### src/rtl/seg_pkg.sv
// Shared constants and types for the seven-segment 74HC595 scan back-end.
// Segment codes are active-low {dp,g,f,e,d,c,b,a} for a common-anode display.
package seg_pkg;

   localparam int FRAME_W    = 16;
   localparam int NUM_DIGITS = 6;

   localparam logic [7:0] SEG_0     = 8'hC0;
   localparam logic [7:0] SEG_1     = 8'hF9;
   localparam logic [7:0] SEG_2     = 8'hA4;
   localparam logic [7:0] SEG_3     = 8'hB0;
   localparam logic [7:0] SEG_4     = 8'h99;
   localparam logic [7:0] SEG_5     = 8'h92;
   localparam logic [7:0] SEG_6     = 8'h82;
   localparam logic [7:0] SEG_7     = 8'hF8;
   localparam logic [7:0] SEG_8     = 8'h80;
   localparam logic [7:0] SEG_9     = 8'h90;
   localparam logic [7:0] SEG_MINUS = 8'hBF;
   localparam logic [7:0] SEG_BLANK = 8'hFF;
   localparam logic [7:0] SEG_ERR   = 8'h86;

   typedef enum logic [1:0] {
      ST_IDLE,
      ST_LOAD,
      ST_SHIFT,
      ST_LATCH
   } state_t;

   // Non-BCD nibbles (A-F) render as 'E' so a converter fault is visible.
   function automatic logic [7:0] digit_code(input logic [3:0] nib);
      logic [7:0] code;
      case (nib)
         4'd0:    code = SEG_0;
         4'd1:    code = SEG_1;
         4'd2:    code = SEG_2;
         4'd3:    code = SEG_3;
         4'd4:    code = SEG_4;
         4'd5:    code = SEG_5;
         4'd6:    code = SEG_6;
         4'd7:    code = SEG_7;
         4'd8:    code = SEG_8;
         4'd9:    code = SEG_9;
         default: code = SEG_ERR;
      endcase
      return code;
   endfunction

endpackage

### src/rtl/seg_scan_595_decode.sv
// Combinational segment encoder: BCD nibble plus blank/minus/dp flags to an
// active-low segment byte. Minus wins over blank, and dp survives blanking.
module seg_decode
   import seg_pkg::*;
(
   input  logic [3:0] nibble,
   input  logic       blank,
   input  logic       minus,
   input  logic       dp,
   output logic [7:0] seg
);

   logic [7:0] base;

   always_comb begin
      base = digit_code(nibble);
      if (blank) base = SEG_BLANK;
      if (minus) base = SEG_MINUS;
      seg = base;
      if (dp) seg[7] = 1'b0;
   end

endmodule

### src/rtl/seg_scan_595.sv
// Six-digit multiplexed display driver: one 16-bit {seg,sel} frame is shifted
// MSB first into two chained 74HC595s and latched on every refresh tick.
module seg_scan_595
   import seg_pkg::*;
#(
   parameter int CLK_FREQ = 50_000_000,
   parameter int SCAN_HZ  = 1000,
   parameter int SCLK_DIV = 2
)(
   input  logic        clk,
   input  logic        rst_n,
   input  logic [19:0] dec,
   input  logic        sign,
   input  logic [5:0]  dp_en,
   output logic        ds_data,
   output logic        ds_shcp,
   output logic        ds_stcp
);

   // A full frame takes 1 + 33*SCLK_DIV cycles and must fit inside one tick period.
   localparam int TICK_MAX = CLK_FREQ / SCAN_HZ;
   localparam int TICK_W   = (TICK_MAX > 1) ? $clog2(TICK_MAX) : 1;
   localparam int DIV_W    = (SCLK_DIV > 1) ? $clog2(SCLK_DIV) : 1;
   localparam logic [TICK_W-1:0] TICK_LAST  = TICK_W'(TICK_MAX - 1);
   localparam logic [DIV_W-1:0]  DIV_LAST   = DIV_W'(SCLK_DIV - 1);
   localparam logic [2:0]        DIGIT_LAST = 3'(NUM_DIGITS - 1);

   state_t              state_q, state_d;
   logic [TICK_W-1:0]   tick_cnt_q, tick_cnt_d;
   logic [DIV_W-1:0]    div_q, div_d;
   logic                high_q, high_d;
   logic [3:0]          bit_q, bit_d;
   logic [2:0]          digit_q, digit_d;
   logic [FRAME_W-1:0]  frame_q, frame_d;
   logic [19:0]         dec_q, dec_d;
   logic                sign_q, sign_d;
   logic [5:0]          dp_q, dp_d;
   logic                data_q, data_d;
   logic                shcp_q, shcp_d;
   logic                stcp_q, stcp_d;

   logic                tick;
   logic [19:0]         cur_dec;
   logic                cur_sign;
   logic [5:0]          cur_dp;
   logic [3:0]          nibble;
   logic                blank;
   logic                minus;
   logic                dp_bit;
   logic [7:0]          seg_code;
   logic [7:0]          sel_code;
   logic [FRAME_W-1:0]  frame_new;

   assign ds_data = data_q;
   assign ds_shcp = shcp_q;
   assign ds_stcp = stcp_q;

   always_comb begin
      tick       = (tick_cnt_q == TICK_LAST);
      tick_cnt_d = tick ? '0 : tick_cnt_q + 1'b1;
   end

   // The digit-0 LOAD must show the value it captures, so bypass the snapshot there.
   always_comb begin
      cur_dec  = (digit_q == 3'd0) ? dec   : dec_q;
      cur_sign = (digit_q == 3'd0) ? sign  : sign_q;
      cur_dp   = (digit_q == 3'd0) ? dp_en : dp_q;
      nibble   = 4'h0;
      blank    = 1'b0;
      minus    = 1'b0;
      case (digit_q)
         3'd0: nibble = cur_dec[3:0];
         3'd1: begin
            nibble = cur_dec[7:4];
            blank  = (cur_dec[19:4] == 16'h0);
         end
         3'd2: begin
            nibble = cur_dec[11:8];
            blank  = (cur_dec[19:8] == 12'h0);
         end
         3'd3: begin
            nibble = cur_dec[15:12];
            blank  = (cur_dec[19:12] == 8'h0);
         end
         3'd4: begin
            nibble = cur_dec[19:16];
            blank  = (cur_dec[19:16] == 4'h0);
         end
         3'd5: begin
            minus = cur_sign;
            blank = ~cur_sign;
         end
         default: blank = 1'b1;
      endcase
      dp_bit    = (digit_q <= DIGIT_LAST) ? cur_dp[digit_q] : 1'b0;
      sel_code  = ~(8'd1 << digit_q);
      frame_new = {seg_code, sel_code};
   end

   seg_decode u_decode (
      .nibble (nibble),
      .blank  (blank),
      .minus  (minus),
      .dp     (dp_bit),
      .seg    (seg_code)
   );

   // Output flops are computed for the state being entered, so each pin changes
   // on the same edge as the FSM and carries no decode glitches.
   always_comb begin
      state_d = state_q;
      div_d   = div_q;
      high_d  = high_q;
      bit_d   = bit_q;
      digit_d = digit_q;
      frame_d = frame_q;
      dec_d   = dec_q;
      sign_d  = sign_q;
      dp_d    = dp_q;
      data_d  = 1'b0;
      shcp_d  = 1'b0;
      stcp_d  = 1'b0;
      unique case (state_q)
         ST_IDLE: begin
            if (tick) state_d = ST_LOAD;
         end
         ST_LOAD: begin
            if (digit_q == 3'd0) begin
               dec_d  = dec;
               sign_d = sign;
               dp_d   = dp_en;
            end
            frame_d = frame_new;
            bit_d   = 4'd15;
            div_d   = '0;
            high_d  = 1'b0;
            data_d  = frame_new[FRAME_W-1];
            state_d = ST_SHIFT;
         end
         ST_SHIFT: begin
            data_d = frame_q[bit_q];
            shcp_d = high_q;
            if (div_q == DIV_LAST) begin
               div_d = '0;
               if (!high_q) begin
                  high_d = 1'b1;
                  shcp_d = 1'b1;
               end else if (bit_q == 4'd0) begin
                  state_d = ST_LATCH;
                  data_d  = 1'b0;
                  shcp_d  = 1'b0;
                  stcp_d  = 1'b1;
               end else begin
                  high_d = 1'b0;
                  bit_d  = bit_q - 4'd1;
                  data_d = frame_q[bit_q - 4'd1];
                  shcp_d = 1'b0;
               end
            end else begin
               div_d = div_q + 1'b1;
            end
         end
         ST_LATCH: begin
            stcp_d = 1'b1;
            if (div_q == DIV_LAST) begin
               div_d   = '0;
               stcp_d  = 1'b0;
               state_d = ST_IDLE;
               digit_d = (digit_q == DIGIT_LAST) ? 3'd0 : digit_q + 3'd1;
            end else begin
               div_d = div_q + 1'b1;
            end
         end
         default: state_d = ST_IDLE;
      endcase
   end

   always_ff @(posedge clk or negedge rst_n) begin
      if (!rst_n) begin
         state_q    <= ST_IDLE;
         tick_cnt_q <= '0;
         div_q      <= '0;
         high_q     <= 1'b0;
         bit_q      <= 4'd0;
         digit_q    <= 3'd0;
         frame_q    <= '0;
         dec_q      <= 20'h0;
         sign_q     <= 1'b0;
         dp_q       <= 6'h0;
         data_q     <= 1'b0;
         shcp_q     <= 1'b0;
         stcp_q     <= 1'b0;
      end else begin
         state_q    <= state_d;
         tick_cnt_q <= tick_cnt_d;
         div_q      <= div_d;
         high_q     <= high_d;
         bit_q      <= bit_d;
         digit_q    <= digit_d;
         frame_q    <= frame_d;
         dec_q      <= dec_d;
         sign_q     <= sign_d;
         dp_q       <= dp_d;
         data_q     <= data_d;
         shcp_q     <= shcp_d;
         stcp_q     <= stcp_d;
      end
   end

endmodule

### config.mk
export PLATFORM = sky130hd
export DESIGN_NAME = seg_scan_595
export DESIGN_NICKNAME = d
export VERILOG_FILES = /design/src/rtl/seg_pkg.sv /design/src/rtl/seg_scan_595_decode.sv /design/src/rtl/seg_scan_595.sv
export SDC_FILE = /design/constraint.sdc
export NUM_CORES = 1
export LEC_CHECK = 0
export ABC_AREA = 0
export BUFFER_PORTS_ARGS = -buffer_cell sky130_fd_sc_hd__buf_2
export CORE_MARGIN = 4
export CORE_UTILIZATION = 25
export CTS_BUF_LIST = sky130_fd_sc_hd__clkbuf_4 sky130_fd_sc_hd__clkbuf_8 sky130_fd_sc_hd__clkbuf_16
export DETAILED_ROUTE_END_ITERATION = 7
export PLACE_DENSITY = 0.47
export SYNTH_ARGS = -nofsm -noshare
export SYNTH_HDL_FRONTEND = slang
export SYNTH_SLANG_ARGS = --single-unit
### constraint.sdc
create_clock -name clk -period 3 [get_ports clk]
set_input_delay 0.3 -clock clk [delete_from_list [all_inputs] [get_ports clk]]
set_output_delay 0.3 -clock clk [all_outputs]
set_load 0.03 [all_outputs]
# Word-level counts from Yosys, hierarchy flattened
# Memory sizes are Yosys's and may differ from the RTL's.
# Cells that the tools add are included.
word_totals:
  register_bits: 73
  latchBits: 0
  ramBits: 0
  mem_bits_ro: 112
  input_bits: 29
  output_inout_bits: 3
  wordCells: 99
  mem_count: 1
mem_list:
  columns: ["name", "depth", "width", "read_ports", "rd_ports_with_merged_regs", "wr", "line_no", "rtl"]
  rows:
  - ["(no name shown)", 16, 7, 1, 0, 0, "seg_pkg.sv:32", "case (nib)"]
op_classes:
  add_sub_neg: 4
  n_mul: 0
  div_mod_pow: 0
  order_cmp: 4
  eq_ne: 15
  n_shift: 1
  muxes: 45
  n_bitwise: 2
  reduce_logical: 14
ops:
  columns: ["operator", "count"]
  rows:
  - ["$mux W1", 20]
  - ["$mux W20", 1]
  - ["$pmux W4 S5", 1]
  - ["$add A16 B1 Y16 const B", 1]
  - ["$eq A16 B16 Y1 const B", 1]
  - ["$logic_not A16 Y1", 1]
  - ["$mux W16", 1]
  - ["$mux W8", 2]
  - ["$logic_not A12 Y1", 1]
  - ["$mux W4", 3]
  - ["$ne A2 B2 Y1 const B", 6]
  - ["$lt A4 B5 Y1 const B", 2]
  - ["$mux W2", 5]
  - ["$bmux W1 S4", 2]
  - ["$logic_not A4 Y1", 2]
  - ["$logic_not A8 Y1", 1]
  - ["$not A8 Y8", 1]
  - ["$pmux W1 S2", 4]
  - ["$pmux W2 S4", 1]
  - ["$pmux W4 S2", 1]
  - ["$shl A1 B3 Y8 const A", 1]
  - ["$eq A3 B2 Y1 const B", 2]
  - ["$eq A3 B3 Y1 const B", 2]
  - ["$mux W6", 1]
  - ["19 further kinds", 22]

# Logic depth before layout (Yosys ltp)
depth:
  ltp_word: 8
  ltp_mapped: 11
  mapped_depth_nobuf: 9

# Hierarchy
# Synthesis repeated with hierarchy kept, for this count alone.
hier_totals:
  cells_unflattened: 357
  hier_area_um2: 3832.4
modules_own_cells:
  columns: ["module", "instances", "cells_each", "area_each_um2", "seq_area_each_um2"]
  rows:
  - ["seg_scan_595", 1, 323, 3607.2, 1701.6]
  - ["seg_decode", 1, 34, 225.2, 0.0]

# Worst setup path after synthesis
# OpenSTA, ideal clock, no wires.
synth_path:
  kind: "reg-to-reg"
  startpoint: "reg digit_q[0]"
  endpoint: "reg frame_q[12]"
  setup_ns: 0.082
  t_arrival_ns: 2.495
  t_required_ns: 2.918
  path_slack_ns: 0.423
  stages_incl_launch_ff: 11
  n_path_buf: 2
  synth_period_minus_slack_ns: 2.577
  path_cell_list: "dfrtp_1 -> buf_2 -> buf_1 -> and2_1 -> ha_1 -> inv_1 -> o221ai_1 -> inv_1 -> ha_1 -> or3_1 -> a31oi_1"
synth_between:
  elab_chain_cells: 6
  word_cells_on_any_way: 19
  classes_between: "5 x eq/ne; 7 x mux; 1 x bitwise; 5 x reduce/logical; 1 x memory"
synth_lines:
  columns: ["item", "line_no", "rtl"]
  rows:
  - ["start, declared", "seg_scan_595.sv:33", "logic [2:0] digit_q, digit_d;"]
  - ["start signal, assigned", "seg_scan_595.sv:199", "digit_q <= digit_d;"]
  - ["$logic_not A3 Y1", "seg_scan_595.sv:65, seg_scan_595.sv:66, seg_scan_595.sv:71", null]
  - ["$mux W20 / $mux W1 (equally long branches)", null, null]
  - ["$pmux W4 S5, or another cell as far along", "seg_scan_595.sv:71", "case (digit_q)"]
  - ["$mem_v2 Z16 W7 / $pmux W1 S6 (equally long branches)", null, null]
  - ["$mux W8", "seg_scan_595_decode.sv:17", "if (blank) base = SEG_BLANK;"]
  - ["$mux W8 *", "seg_scan_595_decode.sv:18", "if (minus) base = SEG_MINUS;"]
  - ["end signal, assigned", "seg_scan_595.sv:200", "frame_q <= frame_d;"]
  - ["end, declared", "seg_scan_595.sv:34", "logic [FRAME_W-1:0] frame_q, frame_d;"]
# Mark *: on every way between the ends. The rest lies on a longest branch, timed or not.
# A chain may end at the register's enable or synchronous reset.

# Worst setup path in the final report
layout_path:
  startpoint: "reg digit_q[1]"
  endpoint: "reg frame_q[12]"
# The elaborated chain is that of the path after synthesis.

==> summary.txt <==
Status
  – Status: complete, no violations

CTS
  – Clk pin slew, worst setup/hold paths: 50 ps
  – Cts bufs inserted: 9
  – CTS tree: built
  – Clock Tree Buf Depth: 2
  – Root Buffer: clkbuf_16
  – PostCTS Resize Cnt: 0
  – Worst-Skew Late Latency: 340 ps
  – CTS sink cnt: 68
  – H-tree depth: 3

STA
  – Final period util: 85.3%
  – Tmin final: 2560 ps
  – RSZ-0062 raised after global routing: no
  – PnR worst setup slack: 441 ps
  – Clock Skew: 2.31 ps
  – Achievable clock frequency: 391 MHz
  – Max Slew Vio Count: 0
  – Setup-failing EPs final: 0
  – Slew @ Worst Pin: 712 ps
  – Slew headroom: 52.0%
  – Final Hold Viols: 0
  – Setup TNS: 0 ps

Route
  – Iteration-0 DRC Markers: 170
  – Vias post-DR: 2,753
  – DR vias/cell: 4.81
  – DRC viols: 0
  – WL/cell: 15.3 um
  – DR pass1 iterations: 4
  – Antenna Nets Post-Route: 0
  – Final WL: 8.78 mm

Pwr
  – P per Cell Area: 451 mW/mm^2
  – Clock group share of total power: 51.0%
  – Psw: 0.424 mW
  – Comb power frac: 3.7%
  – Seq pwr share: 45.3%
  – Int Power: 1.60 mW
  – Sw frac: 20.9%
  – Max VDD drop: 0.223 mV
  – Leakage power: 2.10 nW

Worst setup path
  – CP Class: reg2reg
  – Bufs and invs on worst path: 2
  – CP endpoint kind: register
  – CP Launch Type: register
  – Sequence of cells on the critical path: and2_1 -> ha_1 -> inv_1 -> o221ai_1 -> inv_1 -> ha_1 -> or3_1 -> a31oi_1
  – Critical-path top delay cell: dfrtp_1
  – Required time of the critical path: 3250 ps
  – CP max stage delay: 590 ps
  – Largest delay share family, worst path: flip-flops
  – Worst-path maximum fanout: 13
  – Arrival @ worst endpoint: 2810 ps

Worst hold path
  – Hold Path Class: in2reg

Yosys
  – Post-synth top flop: dfrtp_1
  – FF+latch count, synth: 68
  – Synth top area cells: dfrtp_1 45%, mux2_2 7.7%, mux4_2 6.0%, ha_1 4.6%, nor2_1 3.1%
  – Seq/Total Area, Yosys: 45.0%
  – Yosys top cell by area: dfrtp_1
  – Top cell type's share of synthesized area: 45.0%
  – Post-synth top cells: 68 x dfrtp_1, 31 x nor2_1, 26 x mux2_2, 19 x inv_1, 16 x nand2_1
  – Netlist cell types: 54
  – Synth Instances: 345
  – Top-count cell post-synth: dfrtp_1
  – Avg Synthesized Cell Area: 11.0 um^2
  – Syn. warnings: 0
  – Synthesized cell area: 0.00378 mm^2
  – Synth async-reset ratio: 100%
  – Number of enable flip-flop cells after synthesis: 0
  – Mapped Nets: 388

Die
  – Die width: 131 um
  – Initial Util: 25.7%
  – Die area: 0.0172 mm^2
  – Core ar.: 0.0147 mm^2
  – Boundary Pins: 32
  – DIE HEIGHT: 131 um
  – Row cnt: 44

Placed design
  – Placed wire-length estimate: 6.54 mm
  – Dpl cells: 555
  – GPL Wtd Cong: 0.840
  – PortBufs: 31
  – Worst slack, placed: 446 ps
  – Area after DPL: 0.00419 mm^2

GRT
  – Vias in the first global route: 2,903
  – First-pass GRT wire length: 15.1 mm
  – Initial antenna violation count: 0
  – Grt total ovfl: 0
  – GR Util All Layers: 11.4%
  – Largest net degree at the start of global routing: 26

Layout
  – Cell area after layout: 0.00449 mm^2
  – # diodes: 0
  – Area Growth Syn to Fin: 18.7%
  – # nets final: 426
  – Final cell count without fillers: 572
  – Ratio of cells with drive above 1 in the final layout: 26.3%

Run
  – Max Cap Violations: 0
-- cell families after synthesis --
kind of cell / after synthesis / share of synthesized area (%)
simple gates: 107 / 15.1
flops: 68 / 45.0
compound gates: 54 / 10.4
mux: 48 / 16.9
buf+inv: 36 / 3.80
xor+xnor: 18 / 4.17
fa+ha+maj: 14 / 4.63
-- power by group through the flow --
stage          logic, mW  clock network [mW]  registers (mW)
3_3_place_gp      0.0753                   0           0.934
3_5_place_dp      0.0765                   0           0.934
4_1_cts           0.0781                1.07           0.918
6_report          0.0750                1.03           0.918
5_1_grt           0.0861                1.10           0.917
2_1_floorplan     0.0266                   0           0.934
-- worst paths after layout --
path                                                 to                     from  slack, ps  depth (start not counted)
worst max-delay path            frame_q[12]$_DFFE_PN0P_   digit_q[1]$_DFFE_PN0P_        440                          8
worst min-delay path               dec_q[9]$_DFFE_PN0P_                   dec[9]        190                          2
worst max register to register  frame_q[12]$_DFFE_PN0P_   digit_q[1]$_DFFE_PN0P_        440                          8
worst min register to register  tick_cnt_q[0]$_DFF_PN0_  tick_cnt_q[0]$_DFF_PN0_        490                          1
max in group asynchronous        digit_q[0]$_DFFE_PN0P_                    rst_n       1740                          3
min in group asynchronous             ds_stcp$_DFF_PN0_                    rst_n        490                          2
-- area by class of cell --
class | instances | area (um^2)
Clock buffer | 15 | 289
Multi-Input combinational cell | 241 | 1940
Inverter | 19 | 71.3
Tap cell | 184 | 230
Sequential cell | 68 | 1700
Fill cell | 1477 | 10200
Clock inverter | 1 | 5.00
Timing Repair Buffer | 44 | 255
-- flip-flops by register name, indices dropped and copies added, names as in the netlist --
signal / flops
dec_q: 16
frame_q: 16
tick_cnt_q: 16
dp_q: 5
bit_q: 4
digit_q: 3
state_q: 2
div_q: 1
ds_data: 1
ds_shcp: 1
ds_stcp: 1
high_q: 1
sign_q: 1
-- metrics by stage --
stage	utilization, %	total power, mW	hold slack (ps)
after global routing	30.5	2.11	183
after floorplan	-	0.961	4.41
after CTS	30.5	2.07	179
final	30.5	2.03	194
after detailed placement	28.5	1.01	324
after global placement	28.5	1.01	324
-- per-layer routing --
metal  global-route usage (%)  vias up  wire length, um
met5                        0        -                0
met4                     5.99        0              183
met3                     2.11       12              315
met2                     17.7       48             4090
met1                     15.2     1353             4190
li1                         -     1340                -
-- worst reg2reg max path, stage by stage, from the launching register on --
cell and delay, ps:
dfrtp_1 590, and2_1 220, ha_1 290, inv_1 100, o221ai_1 370, inv_1 150
ha_1 220, or3_1 360, a31oi_1 170
-- repair_timing --
action | CTS | global route
hold endpoints to repair | 22 | 0
endpoints found under the setup margin | 0 | 0
hold buffers | 1 | 0
setup buffers | 0 | 0
-- placed cells by master, fill, tap and decap left out, types with 5 or more instances in the layout --
| cell type | count |
|---|---|
| dfrtp_1 | 68 |
| nor2_1 | 31 |
| buf_2 | 31 |
| mux2_2 | 26 |
| inv_1 | 19 |
| nand2_1 | 16 |
| ha_1 | 14 |
| buf_4 | 12 |
| nand3_1 | 11 |
| mux2i_1 | 10 |
| mux4_2 | 10 |
| xor2_1 | 9 |
| xnor2_1 | 9 |
| clkbuf_16 | 9 |
| a21oi_1 | 8 |
| and3_1 | 8 |
| a31oi_1 | 8 |
| o21ai_0 | 7 |
| nor4_1 | 7 |
| nor3_1 | 6 |
| a211oi_1 | 6 |
| nand4_1 | 5 |
Power figures use the tool's default switching activity.
